<file path="src/rtl/pol_to_rect.sv">
// Pipelined rotation-mode CORDIC: polar (magnitude, binary angle) -> signed real/imag.
// Define POL_TO_RECT_SAT_EN to clamp out-of-range results and drive sat_o; otherwise results wrap.

module pol_to_rect_rot #(
    parameter int XW    = 15,
    parameter int SHIFT = 1
) (
    input  logic                 clk,
    input  logic                 dir,
    input  logic signed [XW-1:0] x_i,
    input  logic signed [XW-1:0] y_i,
    output logic signed [XW-1:0] x_o,
    output logic signed [XW-1:0] y_o
);
    // dir=1 rotates counter-clockwise (residual angle still non-negative)
    always_ff @(posedge clk) begin
        if (dir) begin
            x_o <= x_i - (y_i >>> SHIFT);
            y_o <= y_i + (x_i >>> SHIFT);
        end else begin
            x_o <= x_i + (y_i >>> SHIFT);
            y_o <= y_i - (x_i >>> SHIFT);
        end
    end
endmodule

module pol_to_rect #(
    parameter int DATA_W = 8,
    parameter int ANG_W  = 16,
    parameter int ITER   = 12,
    parameter int GUARD  = 4
) (
    input  logic              clk,
    input  logic              rst_n,
    input  logic              val_i,
    input  logic [DATA_W-1:0] abs_i,
    input  logic [ANG_W-1:0]  angle_i,
    output logic              val_o,
    output logic [DATA_W-1:0] real_o,
    output logic [DATA_W-1:0] imag_o,
    output logic              sat_o
);
    localparam int XW = DATA_W + GUARD + 3;
    localparam int ZW = ANG_W;
    localparam int KW = 16;
    localparam int PW = XW + KW;
    localparam int SH = 15 + GUARD;
    localparam logic signed [KW-1:0] KS   = 16'sd19898;
    localparam logic signed [PW-1:0] RND  = PW'(1) << (14 + GUARD);
    localparam logic [ZW-1:0]        HALF = ZW'(1) << (ANG_W - 3);

    // atan(2^-i) in a 2^16-per-turn table, rescaled to ANG_W at elaboration
    function automatic logic [ZW-1:0] atan_ang(input int i);
        int unsigned t;
        case (i)
            0: t = 8192;   1: t = 4836;  2: t = 2555;  3: t = 1297;
            4: t = 651;    5: t = 326;   6: t = 163;   7: t = 81;
            8: t = 41;     9: t = 20;   10: t = 10;   11: t = 5;
            12: t = 3;    13: t = 1;    14: t = 1;    default: t = 0;
        endcase
        return ZW'((64'(t) << ANG_W) >> 16);
    endfunction

    logic [ITER+2:0]          vld_pipe;
    logic [ITER:0][XW-1:0]    xs, ys;
    logic [ITER-1:0][ZW-1:0]  zs;
    logic signed [XW-1:0]     mag, xq, yq;
    logic signed [PW-1:0]     prod_re, prod_im;
    logic [DATA_W-1:0]        real_c, imag_c;

    always_ff @(posedge clk or negedge rst_n) begin
        if (!rst_n) vld_pipe <= '0;
        else        vld_pipe <= {vld_pipe[ITER+1:0], val_i};
    end
    assign val_o = vld_pipe[ITER+2];

    assign mag = $signed({3'b000, abs_i, {GUARD{1'b0}}});

    always_comb begin
        xq = '0;
        yq = '0;
        case (angle_i[ANG_W-1 -: 2])
            2'b00:   xq = mag;
            2'b01:   yq = mag;
            2'b10:   xq = -mag;
            default: yq = -mag;
        endcase
    end

    // Quadrant fold fused with the i=0 micro-rotation: residual z is always >= 0 here
    always_ff @(posedge clk) begin
        xs[0] <= xq - yq;
        ys[0] <= yq + xq;
        zs[0] <= ZW'({2'b00, angle_i[ANG_W-3:0]}) - HALF;
    end

    for (genvar k = 1; k <= ITER; k++) begin : g_stage
        pol_to_rect_rot #(.XW(XW), .SHIFT(k)) u_rot (
            .clk (clk),
            .dir (~zs[k-1][ZW-1]),
            .x_i (xs[k-1]),
            .y_i (ys[k-1]),
            .x_o (xs[k]),
            .y_o (ys[k])
        );
        if (k < ITER) begin : g_z
            localparam logic [ZW-1:0] ATAN_K = atan_ang(k);
            always_ff @(posedge clk) begin
                if (!zs[k-1][ZW-1]) zs[k] <= zs[k-1] - ATAN_K;
                else                zs[k] <= zs[k-1] + ATAN_K;
            end
        end
    end

    always_ff @(posedge clk) begin
        prod_re <= $signed(xs[ITER]) * KS;
        prod_im <= $signed(ys[ITER]) * KS;
    end

`ifdef POL_TO_RECT_SAT_EN
    localparam logic signed [PW-1:0] MAXV = PW'(2**(DATA_W-1) - 1);
    localparam logic signed [PW-1:0] MINV = ~MAXV;

    logic signed [PW-1:0] re_q, im_q;
    logic                 sat_c;

    function automatic logic [DATA_W-1:0] clip(input logic signed [PW-1:0] v);
        if (v > MAXV)      return {1'b0, {(DATA_W-1){1'b1}}};
        else if (v < MINV) return {1'b1, {(DATA_W-1){1'b0}}};
        else               return v[DATA_W-1:0];
    endfunction

    assign re_q   = (prod_re + RND) >>> SH;
    assign im_q   = (prod_im + RND) >>> SH;
    assign real_c = clip(re_q);
    assign imag_c = clip(im_q);
    assign sat_c  = (re_q > MAXV) || (re_q < MINV) || (im_q > MAXV) || (im_q < MINV);

    always_ff @(posedge clk or negedge rst_n) begin
        if (!rst_n) sat_o <= 1'b0;
        else        sat_o <= vld_pipe[ITER+1] & sat_c;
    end
`else
    assign real_c = DATA_W'((prod_re + RND) >>> SH);
    assign imag_c = DATA_W'((prod_im + RND) >>> SH);
    assign sat_o  = 1'b0;
`endif

    // Data outputs only move on valid samples so they hold through bubbles
    always_ff @(posedge clk or negedge rst_n) begin
        if (!rst_n) begin
            real_o <= '0;
            imag_o <= '0;
        end else if (vld_pipe[ITER+1]) begin
            real_o <= real_c;
            imag_o <= imag_c;
        end
    end
endmodule

</file>
<file path="config.mk">
export PLATFORM = sky130hd
export DESIGN_NAME = pol_to_rect
export DESIGN_NICKNAME = d
export VERILOG_FILES = /design/src/rtl/pol_to_rect.sv
export SDC_FILE = /design/constraint.sdc
export NUM_CORES = 2
export LEC_CHECK = 0
export CAP_MARGIN = 30
export CORE_MARGIN = 4
export CORE_UTILIZATION = 30
export DETAILED_ROUTE_END_ITERATION = 10
export PLACE_DENSITY = 0.41
export SLEW_MARGIN = 5
export SYNTH_ARGS = -nofsm -noshare
export SYNTH_HDL_FRONTEND = slang
export SYNTH_SLANG_ARGS = --single-unit
</file>
<file path="constraint.sdc">
create_clock -name clk -period 7.65 [get_ports clk]
set_clock_uncertainty 0.15 [all_clocks]
set_input_delay 2.295 -clock clk [delete_from_list [all_inputs] [get_ports clk]]
set_output_delay 2.295 -clock clk [all_outputs]
set_load 0.005 [all_outputs]
</file>
==> flow_summary.yaml <==
global_routing:
  grt_max_degree: 35
  grtUsageTotal: 0.136
  antenna_found_initial: 1
  grt_pass1_vias: 35100
  grt_pass1_wl_mm: 181
  gr-total-overflow: 0
floorplan:
  initial_core_util: 0.302
  pin_count: 45
  die_w_um: 402
  die-area_mm2: 0.162
  core_area_mm2: 0.154
  rows: 144
  dieHeight_um: 402
sta:
  setup_slack_ps: 1870
  rsz0062_at_grt: "no"
  relSlewSlack: 0.387
  finalSetupViolCount: 0
  finalCritPeriodShare: 0.756
  slew_viol_final: 0
  fin_crit_ps: 5780
  hold_violations: 0
  setup_tns_ps: 0
  fmax_mhz: 173
  worstMarginPinSlew_ps: 919
cells_and_area:
  area_delta_synth_final_pct: 11.8
  fin_util: 0.338
  drive_above_1_share: 0.0399
  layout.filler_cells: 16100
  fin_nets: 6162
clock_network:
  cts.htree.levels: 3
  tritoncts: "built"
  root_buffer: "clkbuf_16"
  clockBufferDepth: 3
  cts_made_buffers: 76
  clkTransAtPathRegs_ps: 60
  post_cts_buffers: 0
  clock-sinks: 595
  cts.repair.resized: 0
  worstSkewPairLatency_ps: 660
  cts_hold_buf: 0
worst_setup_path:
  path_max_fanout: 14
  reg2reg_depth: 17
  worst_ep_required_time_ps: 8090
  end_kind: "register"
  critPathKind: "register to register"
  cp-start-kind: "register"
  crit_arrival_ps: 6220
synth:
  synthTopCellsByCount: "ha_1 (736), dfxtp_1 (564), inv_1 (556), a21oi_1 (434), xnor2_1 (389)"
  synth_top_cell_area_share: 0.242
  syn_area_mm2: 0.0466
  synth_top_flop_cell: "dfxtp_1"
  synth_edf_count: 0
  yosysTopAreaCell: "dfxtp_1"
  synth_warnings: 0
  synthTopCellsByArea: "dfxtp_1 (24%), ha_1 (20%), fa_1 (8.9%), xnor2_1 (7.3%), a21oi_1 (4.7%)"
  syn-num-nets: 6077
  synth_most_common_cell: "ha_1"
  synth.avg_cell_area_um2: 9.13
  ys_types: 83
  synth_seq_cells: 595
  yosysSeqAreaShare: 0.259
  synth_cells: 5107
  async_reset_ff_frac: 0.0521
placed_design:
  port_buffers: 43
  dpl.hpwl_mm: 90.6
  gp_congestion: 0.804
  post-place-ws_ps: 1840
route:
  drt_wl_total_mm: 110
  drt-pass1-iter-count: 5
  ant_nets: 0
  post_drt_wl_per_cell_um: 15.0
  dr_total_vias: 34400
  drt_iter0_drc: 1228
  viasPerCell: 4.72
  drt_drc_violations_left: 0
worst_hold_path:
  hold_path.class: "register to register"
  hold_depth: 0
job:
  max_cap_violations: 0
run_status:
  outcome: "complete, no violations"
-- worst max-delay path: stages, from the launching register on --
cell and delay (ps):
dfxtp_1 710, ha_1 380, fa_1 490, inv_1 50
fa_1 520, fa_1 440, fa_1 540, inv_1 50
fa_1 520, inv_1 40, ha_1 180, a21o_1 200
a22o_1 210, a211oi_1 430, o211ai_1 140, o221ai_1 320
nor2b_1 210, xnor2_1 120
-- layout by cell type (no fill, tap or decap), types with 94 or more instances in the layout --
cell type	Yosys	routed
dfxtp_1	564	564
o21a_1	94	94
a21o_1	132	132
o21ai_0	183	183
ha_1	736	736
fa_1	207	207
a21oi_1	434	434
inv_1	556	556
nor3_1	146	146
xor2_1	200	200
nand2_1	193	193
nor2_1	351	351
xnor2_1	389	389
-- logic make-up after synthesis --
kind of cell | share of synthesized area
AOI/OAI and AO/OA | 0.173
xor gates and xnor gates | 0.111
adders and majority gates | 0.286
buffers and inverters | 0.0490
DFF | 0.259
muxes | 0.0133
other | 0.0000804
and+or+nand+nor | 0.109
-- area by class of cell --
cell class,count,area (µm²),area share
sequential,595,12100,0.231
tap,2044,2560,0.0490
clock buffer,95,2100,0.0404
timing repair buffer,54,533,0.0102
antenna,1,2.50,0.0000480
inverter,560,2100,0.0403
multi-input combinational,3905,32300,0.619
clock inverter,35,502,0.00962
-- stage by stage --
step                      instances  cell area [µm²]  hold WS, ps
after floorplan                5107            46600          160
after global placement         7157            49500          161
after detailed placement       7158            49500          162
after CTS                      7288            52100          175
after global routing           7289            52200          184
final                          7289            52200          174
-- state kept, by name, summed over array words and instances, names as in the netlist --
name and count:
g_stage.u_rot.x_o 174, prod_im 9, ys 11, imag_o 8, zs 175, vld_pipe 15, xs 10, prod_re 9
g_stage.u_rot.y_o 176, real_o 8
-- worst paths after layout --
check | from | end | slack, ps
max | g_stage[12].u_rot.x_o[14]$_DFF_P_ | prod_re[25]$_DFF_P_ | 1870
min | zs[64]$_DFF_P_ | zs[80]$_DFF_P_ | 170
max reg2reg | g_stage[12].u_rot.x_o[14]$_DFF_P_ | prod_re[25]$_DFF_P_ | 1870
min reg2reg | zs[64]$_DFF_P_ | zs[80]$_DFF_P_ | 170
max in group asynchronous | rst_n | real_o[6]$_DFFE_PN0P_ | 5180
min in group asynchronous | rst_n | imag_o[6]$_DFFE_PN0P_ | 1890
-- layer usage --
metal,track usage,vias up,wire [µm]
li1,-,18100,-
met1,0.167,15900,50500
met2,0.247,258,54200
met3,0.0200,137,2390
met4,0.0334,0,2520
met5,0,-,0
Power is not shown: default switching activity piles up to over one toggle a cycle in this logic, so the estimate is an artifact.
